## src/rtl/dmem_arbiter.sv

```systemverilog
// Two-port round-robin arbiter in front of a single data memory.
// Each access takes three cycles: grant (IDLE), strobe (ACCESS), acknowledge (RESP).
module dmem_arbiter #(
  parameter int ADDR_MAX = 511
) (
  input  logic               clk,
  input  logic               rst_n,
  input  logic               p0_req,
  input  logic               p0_rd,
  input  logic               p0_wr,
  input  logic signed [63:0] p0_addr,
  input  logic [63:0]        p0_wdata,
  output logic               p0_ack,
  output logic               p0_err,
  output logic [63:0]        p0_rdata,
  input  logic               p1_req,
  input  logic               p1_rd,
  input  logic               p1_wr,
  input  logic signed [63:0] p1_addr,
  input  logic [63:0]        p1_wdata,
  output logic               p1_ack,
  output logic               p1_err,
  output logic [63:0]        p1_rdata,
  output logic               read_enable,
  output logic               write_enable,
  output logic signed [63:0] mem_address,
  output logic [63:0]        mem_data,
  input  logic [63:0]        valM,
  input  logic               dmem_error
);
  typedef enum logic [1:0] {IDLE, ACCESS, RESP} state_t;

  typedef struct packed {
    logic        rd;
    logic        wr;
    logic [63:0] addr;
    logic [63:0] wdata;
  } cmd_t;

  localparam logic signed [63:0] AMAX = 64'(ADDR_MAX);

  state_t state;
  logic   last_p1;   // 1: port 1 was served last
  logic   port;      // port owning the access in flight
  logic   bad_q;
  logic   rd_q;

  cmd_t c0, c1, win;
  logic sel, bad;

  assign c0 = '{rd: p0_rd, wr: p0_wr, addr: p0_addr, wdata: p0_wdata};
  assign c1 = '{rd: p1_rd, wr: p1_wr, addr: p1_addr, wdata: p1_wdata};

  // Port 1 wins when alone, or on a tie when port 0 was served last.
  always_comb begin
    sel = p1_req & (~p0_req | ~last_p1);
    win = sel ? c1 : c0;
    bad = ($signed(win.addr) < 64'sd0) || ($signed(win.addr) > AMAX) || (win.rd == win.wr);
  end

  always_ff @(posedge clk or negedge rst_n) begin
    if (!rst_n) begin
      state        <= IDLE;
      last_p1      <= 1'b1;
      port         <= 1'b0;
      bad_q        <= 1'b0;
      rd_q         <= 1'b0;
      read_enable  <= 1'b0;
      write_enable <= 1'b0;
      mem_address  <= '0;
      mem_data     <= '0;
      p0_ack       <= 1'b0;
      p1_ack       <= 1'b0;
      p0_err       <= 1'b0;
      p1_err       <= 1'b0;
      p0_rdata     <= '0;
      p1_rdata     <= '0;
    end else begin
      read_enable  <= 1'b0;
      write_enable <= 1'b0;
      p0_ack       <= 1'b0;
      p1_ack       <= 1'b0;
      case (state)
        IDLE: begin
          if (p0_req || p1_req) begin
            port         <= sel;
            bad_q        <= bad;
            rd_q         <= win.rd;
            mem_address  <= win.addr;
            mem_data     <= win.wdata;
            read_enable  <= ~bad & win.rd;
            write_enable <= ~bad & win.wr;
            state        <= ACCESS;
          end
        end
        ACCESS: begin
          // valM and dmem_error reflect mem_address during the strobe cycle
          if (!port) begin
            p0_err <= bad_q | dmem_error;
            if (rd_q && !bad_q) p0_rdata <= valM;
          end else begin
            p1_err <= bad_q | dmem_error;
            if (rd_q && !bad_q) p1_rdata <= valM;
          end
          state <= RESP;
        end
        RESP: begin
          p0_ack  <= ~port;
          p1_ack  <= port;
          last_p1 <= port;
          state   <= IDLE;
        end
        default: state <= IDLE;
      endcase
    end
  end
endmodule

```

## config.mk

```make
export PLATFORM = sky130hd
export DESIGN_NAME = dmem_arbiter
export DESIGN_NICKNAME = d
export VERILOG_FILES = /design/src/rtl/dmem_arbiter.sv
export SDC_FILE = /design/constraint.sdc
export NUM_CORES = 1
export LEC_CHECK = 0
export ABC_AREA = 1
export ABC_CLOCK_PERIOD_IN_PS = 1480
export BUFFER_PORTS_ARGS = -buffer_cell sky130_fd_sc_hd__buf_2
export CORE_AREA = 2 2 231 233
export DETAILED_ROUTE_END_ITERATION = 6
export DIE_AREA = 0 0 233 235
export PLACE_DENSITY = 0.58
export SETUP_SLACK_MARGIN = 0.3
export SYNTH_ARGS = -nofsm -noshare
export SYNTH_HDL_FRONTEND = slang
export SYNTH_SLANG_ARGS = --single-unit
```

## constraint.sdc

```tcl
create_clock -name clk -period 1.48 [get_ports clk]
set_input_delay 0 -clock clk [delete_from_list [all_inputs] [get_ports clk]]
set_output_delay 0 -clock clk [all_outputs]
set_load 0.03 [all_outputs]
```

# After elaboration in Yosys (flattened, before gate mapping)

Cells that the tools add are included.

Register bits after elaboration: 268
Bits of input ports: 329
Word-level logic and storage cells: 50

Magnitude comparators: 2
Equality and inequality tests: 4
Muxes and demuxes: 9
Bitwise gates (word level): 9
Reductions and logical operators: 11

Operators by type and width:

| cell                                                                              | count |
|---|---|
| 130-bit 2-to-1 mux                                                                | 1 |
| 64-bit by 10-bit greater-than comparator with 1-bit output, second input constant | 1 |
| 64-bit by 1-bit < comparator with 1-bit output, second input constant             | 1 |
| 1-bit 2-to-1 mux                                                                  | 6 |
| 2-bit AND reduction                                                               | 3 |
| 3-bit AND reduction                                                               | 2 |
| 1-bit inverter                                                                    | 4 |
| 2-bit case mux with 2 select lines                                                | 1 |
| 1-bit bitwise AND                                                                 | 3 |
| 1-bit logical OR                                                                  | 3 |
| 2-bit by 1-bit == test with 1-bit output, second input constant                   | 1 |
| 2-bit == test, second input constant                                              | 1 |
| 2-bit logical NOT                                                                 | 1 |
| 2-bit 2-to-1 mux                                                                  | 1 |
| 2-bit != test, second input constant                                              | 1 |
| 1-bit bitwise OR                                                                  | 2 |
| 1-bit == test                                                                     | 1 |
| 1-bit logical AND                                                                 | 1 |
| 1-bit logical NOT                                                                 | 1 |

# Depth between registers and ports, before layout

Depth in word-level cells: 11
Gate-level depth with buffers: 13
Mapped depth without buffers: 12

# Worst setup path before layout

OpenSTA, ideal clock, no wires.

Path type: reg2reg
Start: register last_p1
End: register bad_q
Library setup time: 117 ps
Arrival time: 1,482 ps
Path slack: -118 ps
Stages on the path, launching flop included: 13
Path through: dfstp_2 > nand2_2 > nand2_4 > buf_2 > nand2_1 > o21ai_0 > nand2_1 > nor2_1 > nand2_1 > nor2_1 > nand2_1 > nor2_1 > nor2_1

Word-level cells in the longest chain between the ends: 7
Elaborated cells on any way between the ends: 9
Classes of those cells: order compare (2); eq/ne (1); mux (1); bitwise (3); reduce/logical (2)

RTL lines:

| element                                                                                                                      | line | RTL |
|---|---|---|
| start: declaration                                                                                                           | 43   | `logic last_p1;` |
| start signal: assignment                                                                                                     | 110  | `last_p1 <= port;` |
| 1-bit inverter *                                                                                                             | 56   | `sel = p1_req & (~p0_req \| ~last_p1);` |
| 1-bit bitwise OR *                                                                                                           | 56   |  |
| 1-bit bitwise AND *                                                                                                          | 56   |  |
| 130-bit 2-to-1 mux *                                                                                                         | 57   | `win = sel ? c1 : c0;` |
| 64-bit by 1-bit < comparator with 1-bit output or 64-bit by 10-bit greater-than comparator with 1-bit output (tied branches) | 58   | `bad = ($signed(win.addr) < 64'sd0) \|\| ($signed(win.addr) > AMAX) \|\| (win.rd == win.wr);` |
| 1-bit logical OR                                                                                                             | 58   |  |
| 1-bit logical OR *                                                                                                           | 58   |  |
| end signal: assignment                                                                                                       | 66   | `bad_q <= 1'b0;` |
| end signal: assignment                                                                                                       | 87   | `bad_q <= bad;` |
| end: declaration                                                                                                             | 45   | `logic bad_q;` |

Mark *: on every way between the ends. The rest lies on a longest branch, timed or not.
A chain may end at the register's enable or synchronous reset.

# Worst setup path after layout

Start: register last_p1
End: register write_enable

Word-level cells in the longest chain between the ends: 11
Elaborated cells on any way between the ends: 13
Classes of those cells: order compare (2); eq/ne (1); mux (3); bitwise (5); reduce/logical (2)

RTL lines:

| element                                                                                                                      | line | RTL |
|---|---|---|
| 1-bit inverter *                                                                                                             | 56   |  |
| 1-bit bitwise OR *                                                                                                           | 56   |  |
| 1-bit bitwise AND *                                                                                                          | 56   |  |
| 130-bit 2-to-1 mux *                                                                                                         | 57   |  |
| 64-bit by 1-bit < comparator with 1-bit output or 64-bit by 10-bit greater-than comparator with 1-bit output (tied branches) | 58   |  |
| 1-bit logical OR (2 in a row)                                                                                                | 58   |  |
| 1-bit inverter                                                                                                               | 92   | `write_enable <= ~bad & win.wr;` |
| 1-bit bitwise AND *                                                                                                          | 92   |  |
| 1-bit 2-to-1 mux *                                                                                                           | 85   | `if (p0_req \|\| p1_req) begin` |
| 1-bit 2-to-1 mux *                                                                                                           | 83   | `case (state)` |
| end signal: assignment                                                                                                       | 92   |  |
| end: declaration                                                                                                             | 25   | `output logic write_enable,` |

Marks and branches as above.

==> summary.md <==
| Metric | Value |
|---|---|
| Post-synthesis compound-gate area fraction | `14.2%` |
| Final instance area | `24200 µm²` |
| FF-to-FF End | `write_enable$_DFF_PN0_` |
| Violated checks | `negative setup slack` |
| Vias per cell | `4.61` |
| Worst skew pair latency | `0.53 ns` |
| Max Transition Viols Final | `0` |
| Layout cells sized above 1 | `45.2%` |
| Top_reg_cell synth | `dfrtp_1` |
| DR pass1 iterations | `5` |
| Placed Area | `16700 µm²` |
| Root cell of the clock tree | `clkbuf_16` |
| Critical path class | `reg2reg` |
| Power density cells | `1480 nW/µm²` |
| Max Clock Freq | `517 MHz` |
| # IOs | `591` |
| Area of the multi-input gates | `5480 µm²` |
| Routed len/inst | `19.0 µm` |
| Seq/Total Area, Yosys | `55.9%` |
| Post-DP HPWL | `36.9 mm` |
| Final Wtd Congestion | `0.948` |
| Setup Skew | `0.0141 ns` |
| Fin crit period | `1.93 ns` |
| Final Hold Fails | `0` |
| Asr flop ratio synth | `100%` |
| Fillers | `4743` |
| Worst hold path class | `in2async` |
| Largest family of logic cells by synthesized area | `simple AND/OR/NAND/NOR gates` |
| Worst Setup Slack, final | `-0.453 ns` |
| Setup violators final | `212` |
| Post-synth EDFFs | `0` |
| Nets@finish | `2894` |
| Simple-Gate Fraction of Synth Area | `21.7%` |
| Final Non-Filler Cells | `3280` |
| Grt total ovfl | `0` |
| Tightest Pin Transition | `0.635 ns` |
| YS warnings | `0` |
| Area of all sequential standard cells | `6710 µm²` |
| Port-buffer cells | `590` |
| Synth top area share | `55.7%` |
| Crit. End Element | `flop` |
| CTS clk-pin slew, worst paths | `0.06 ns` |
| Status | `finished with violations` |
| Clock sink count | `268` |
| Post-synthesis adder-cell area fraction | `0%` |
| Mapped Avg Cell Area | `8.02 µm²` |
| Mapped Cells | `1494` |
| Synth area leaders | `dfrtp_1 56%, nand2_1 12%, o21ai_0 10%, nor2_1 5.8%, inv_1 4.7%` |
| Initial antenna violation count | `4` |
| Period utilization | `131%` |
| Die area | `54800 µm²` |
| Largest net degree at the start of global routing | `80` |
| WP data arrival | `2.38 ns` |
| Die Ht | `235 µm` |
| Die Wd | `233 µm` |
| First-pass GRT wire length | `82.8 mm` |
| RSZ-0062 raised after global routing | `yes` |
| Core ar. | `52200 µm²` |
| Leak | `11.7 nW` |
| Count leader, synth | `nand2_1` |
| Initial DRC count | `1125` |
| Area Overhead vs Synth | `102%` |
| WP data required | `1.92 ns` |
| Final core occ | `46.2%` |
| Slew HR | `57.6%` |
| Total GRT Usage | `19.4%` |
| Overall via count from detail_route | `15100` |
| # H-tree levels | `2` |
| Syn Nets | `1823` |
| DRC | `0` |
| CTS max path bufs | `3` |
| Unique masters post-synth | `20` |
| R2r setup slk | `-0.45 ns` |
| Max FO, Critical Path | `7` |
| Worst reg2reg path startpoint | `last_p1$_DFFE_PN1N_` |
| Mux cell area share after synthesis | `0%` |
| Reg2reg path depth | `14` |
| Maximum VDD drop | `0.00118 V` |
| Number of cell rows | `84` |
| Vias in the first global route | `14700` |
| Num CTS Buffers | `34` |
| Routed wire length | `62.5 mm` |
| CTS tree | `built` |
| Post-synthesis xor/xnor area fraction | `0%` |
| Cell Area, Synth | `12000 µm²` |
| Max cap viols | `0` |
| Yosys top cell by area | `dfrtp_1` |
| Routed Antenna Nets | `0` |
| #FFs+latches synth | `268` |
| Synth top cells by count | `390 x nand2_1, 267 x dfrtp_1, 251 x o21ai_0` |
| Starting Density | `23.0%` |
| Placed cells | `2812` |
| Setup crit start kind | `flop` |
-- power breakdown --
part	switching [mW]	internal, mW
clock	3.35	5.36
sequential	1.38	9.40
combinational	10.2	5.99
total	15.0	20.7
-- per-stage QoR --
stage	TNS, ns	power [mW]	worst slack, ns	hold WS [ns]
after global placement	-14.43	23.8	-0.395	-0.166
final	-30.77	35.7	-0.453	0.0265
after floorplan	-2.26	18.5	-0.0832	-0.296
after CTS	-23.80	34.2	-0.355	0.000324
after detailed placement	-19.07	23.9	-0.424	-0.166
after global routing	-47.27	37.4	-0.574	0.0181
-- how the worst max path moves through the flow --
stage,startpoint,cells after the start,to
3_3_place_gp,last_p1$_DFFE_PN1N_,12,bad_q$_DFFE_PN0P_
4_1_cts,last_p1$_DFFE_PN1N_,14,write_enable$_DFF_PN0_
5_1_grt,last_p1$_DFFE_PN1N_,14,write_enable$_DFF_PN0_
3_5_place_dp,last_p1$_DFFE_PN1N_,14,write_enable$_DFF_PN0_
2_1_floorplan,last_p1$_DFFE_PN1N_,13,bad_q$_DFFE_PN0P_
6_report,last_p1$_DFFE_PN1N_,14,write_enable$_DFF_PN0_
-- worst max-delay path, cell delays in order, from the launching register on --
cell	delay [ns]
dfstp_2	0.55
nand2_4	0.09
nand2_8	0.14
buf_12	0.13
buf_12	0.11
nand2_2	0.05
nand2_2	0.07
nand2_2	0.09
nor2_1	0.11
nand2_1	0.07
inv_1	0.07
nand2_1	0.06
nor2_2	0.12
nand2_1	0.09
nor2_1	0.11
-- cells in the final DEF (no fill, tap or decap), types with 27 or more instances in the layout --
| master | instances |
|---|---|
| buf_2 | 589 |
| nand2_1 | 309 |
| dlygate4sd3_1 | 304 |
| dfrtp_1 | 267 |
| o21ai_1 | 206 |
| inv_1 | 145 |
| buf_4 | 118 |
| nor2_1 | 80 |
| nor2_2 | 71 |
| clkbuf_16 | 58 |
| nand2_2 | 55 |
| o21ai_2 | 51 |
| a21oi_2 | 40 |
| nor2_4 | 34 |
| nand3b_1 | 33 |
| buf_12 | 33 |
| nand3_1 | 32 |
| buf_16 | 29 |
| nand2_4 | 27 |
-- registers in the layout (all words and copies together), names as in the netlist, 2 cells and up --
name,cells
state,2
p0_rdata,64
mem_data,64
p1_rdata,64
mem_address,64
-- logic make-up (layout without fill, tap and decap cells) --
family                 after synthesis  after routing
other                                0              3
AND/OR/NAND/NOR                    644            644
AO/OA/AOI/OAI                      339            339
buffers and inverters              243           1338
flip-flops                         268            268
-- cell type report --
type                    count  share of cell area [%]
well taps                 688                    3.56
flip-flops and latches    268                    27.8
repair buffers           1128                    38.7
multi-input cells         983                    22.7
inverters                 150                    2.38
clock buffers              50                    4.27
clock inverters            10                   0.559
diodes                      3                  0.0311
-- routing by layer --
metal  up-vias  share of wire [%]  track usage (%)
met5         -              0.024                0
met4         2                4.8             7.82
met3       208                7.3             4.43
met2       848                 48             33.7
met1      7165                 40             23.1
li1       6913                  -                -
-- repair_timing --
item / in CTS / in global routing
hold endpoints to repair: 522 / 0
buffers inserted: 26 / 19
endpoints found under the setup margin: 278 / 333
pin swaps: 22 / 67
gates resized for setup: 235 / 332
hold buffers: 304 / 0
gates cloned: 19 / 37
Power figures use the tool's default switching activity.
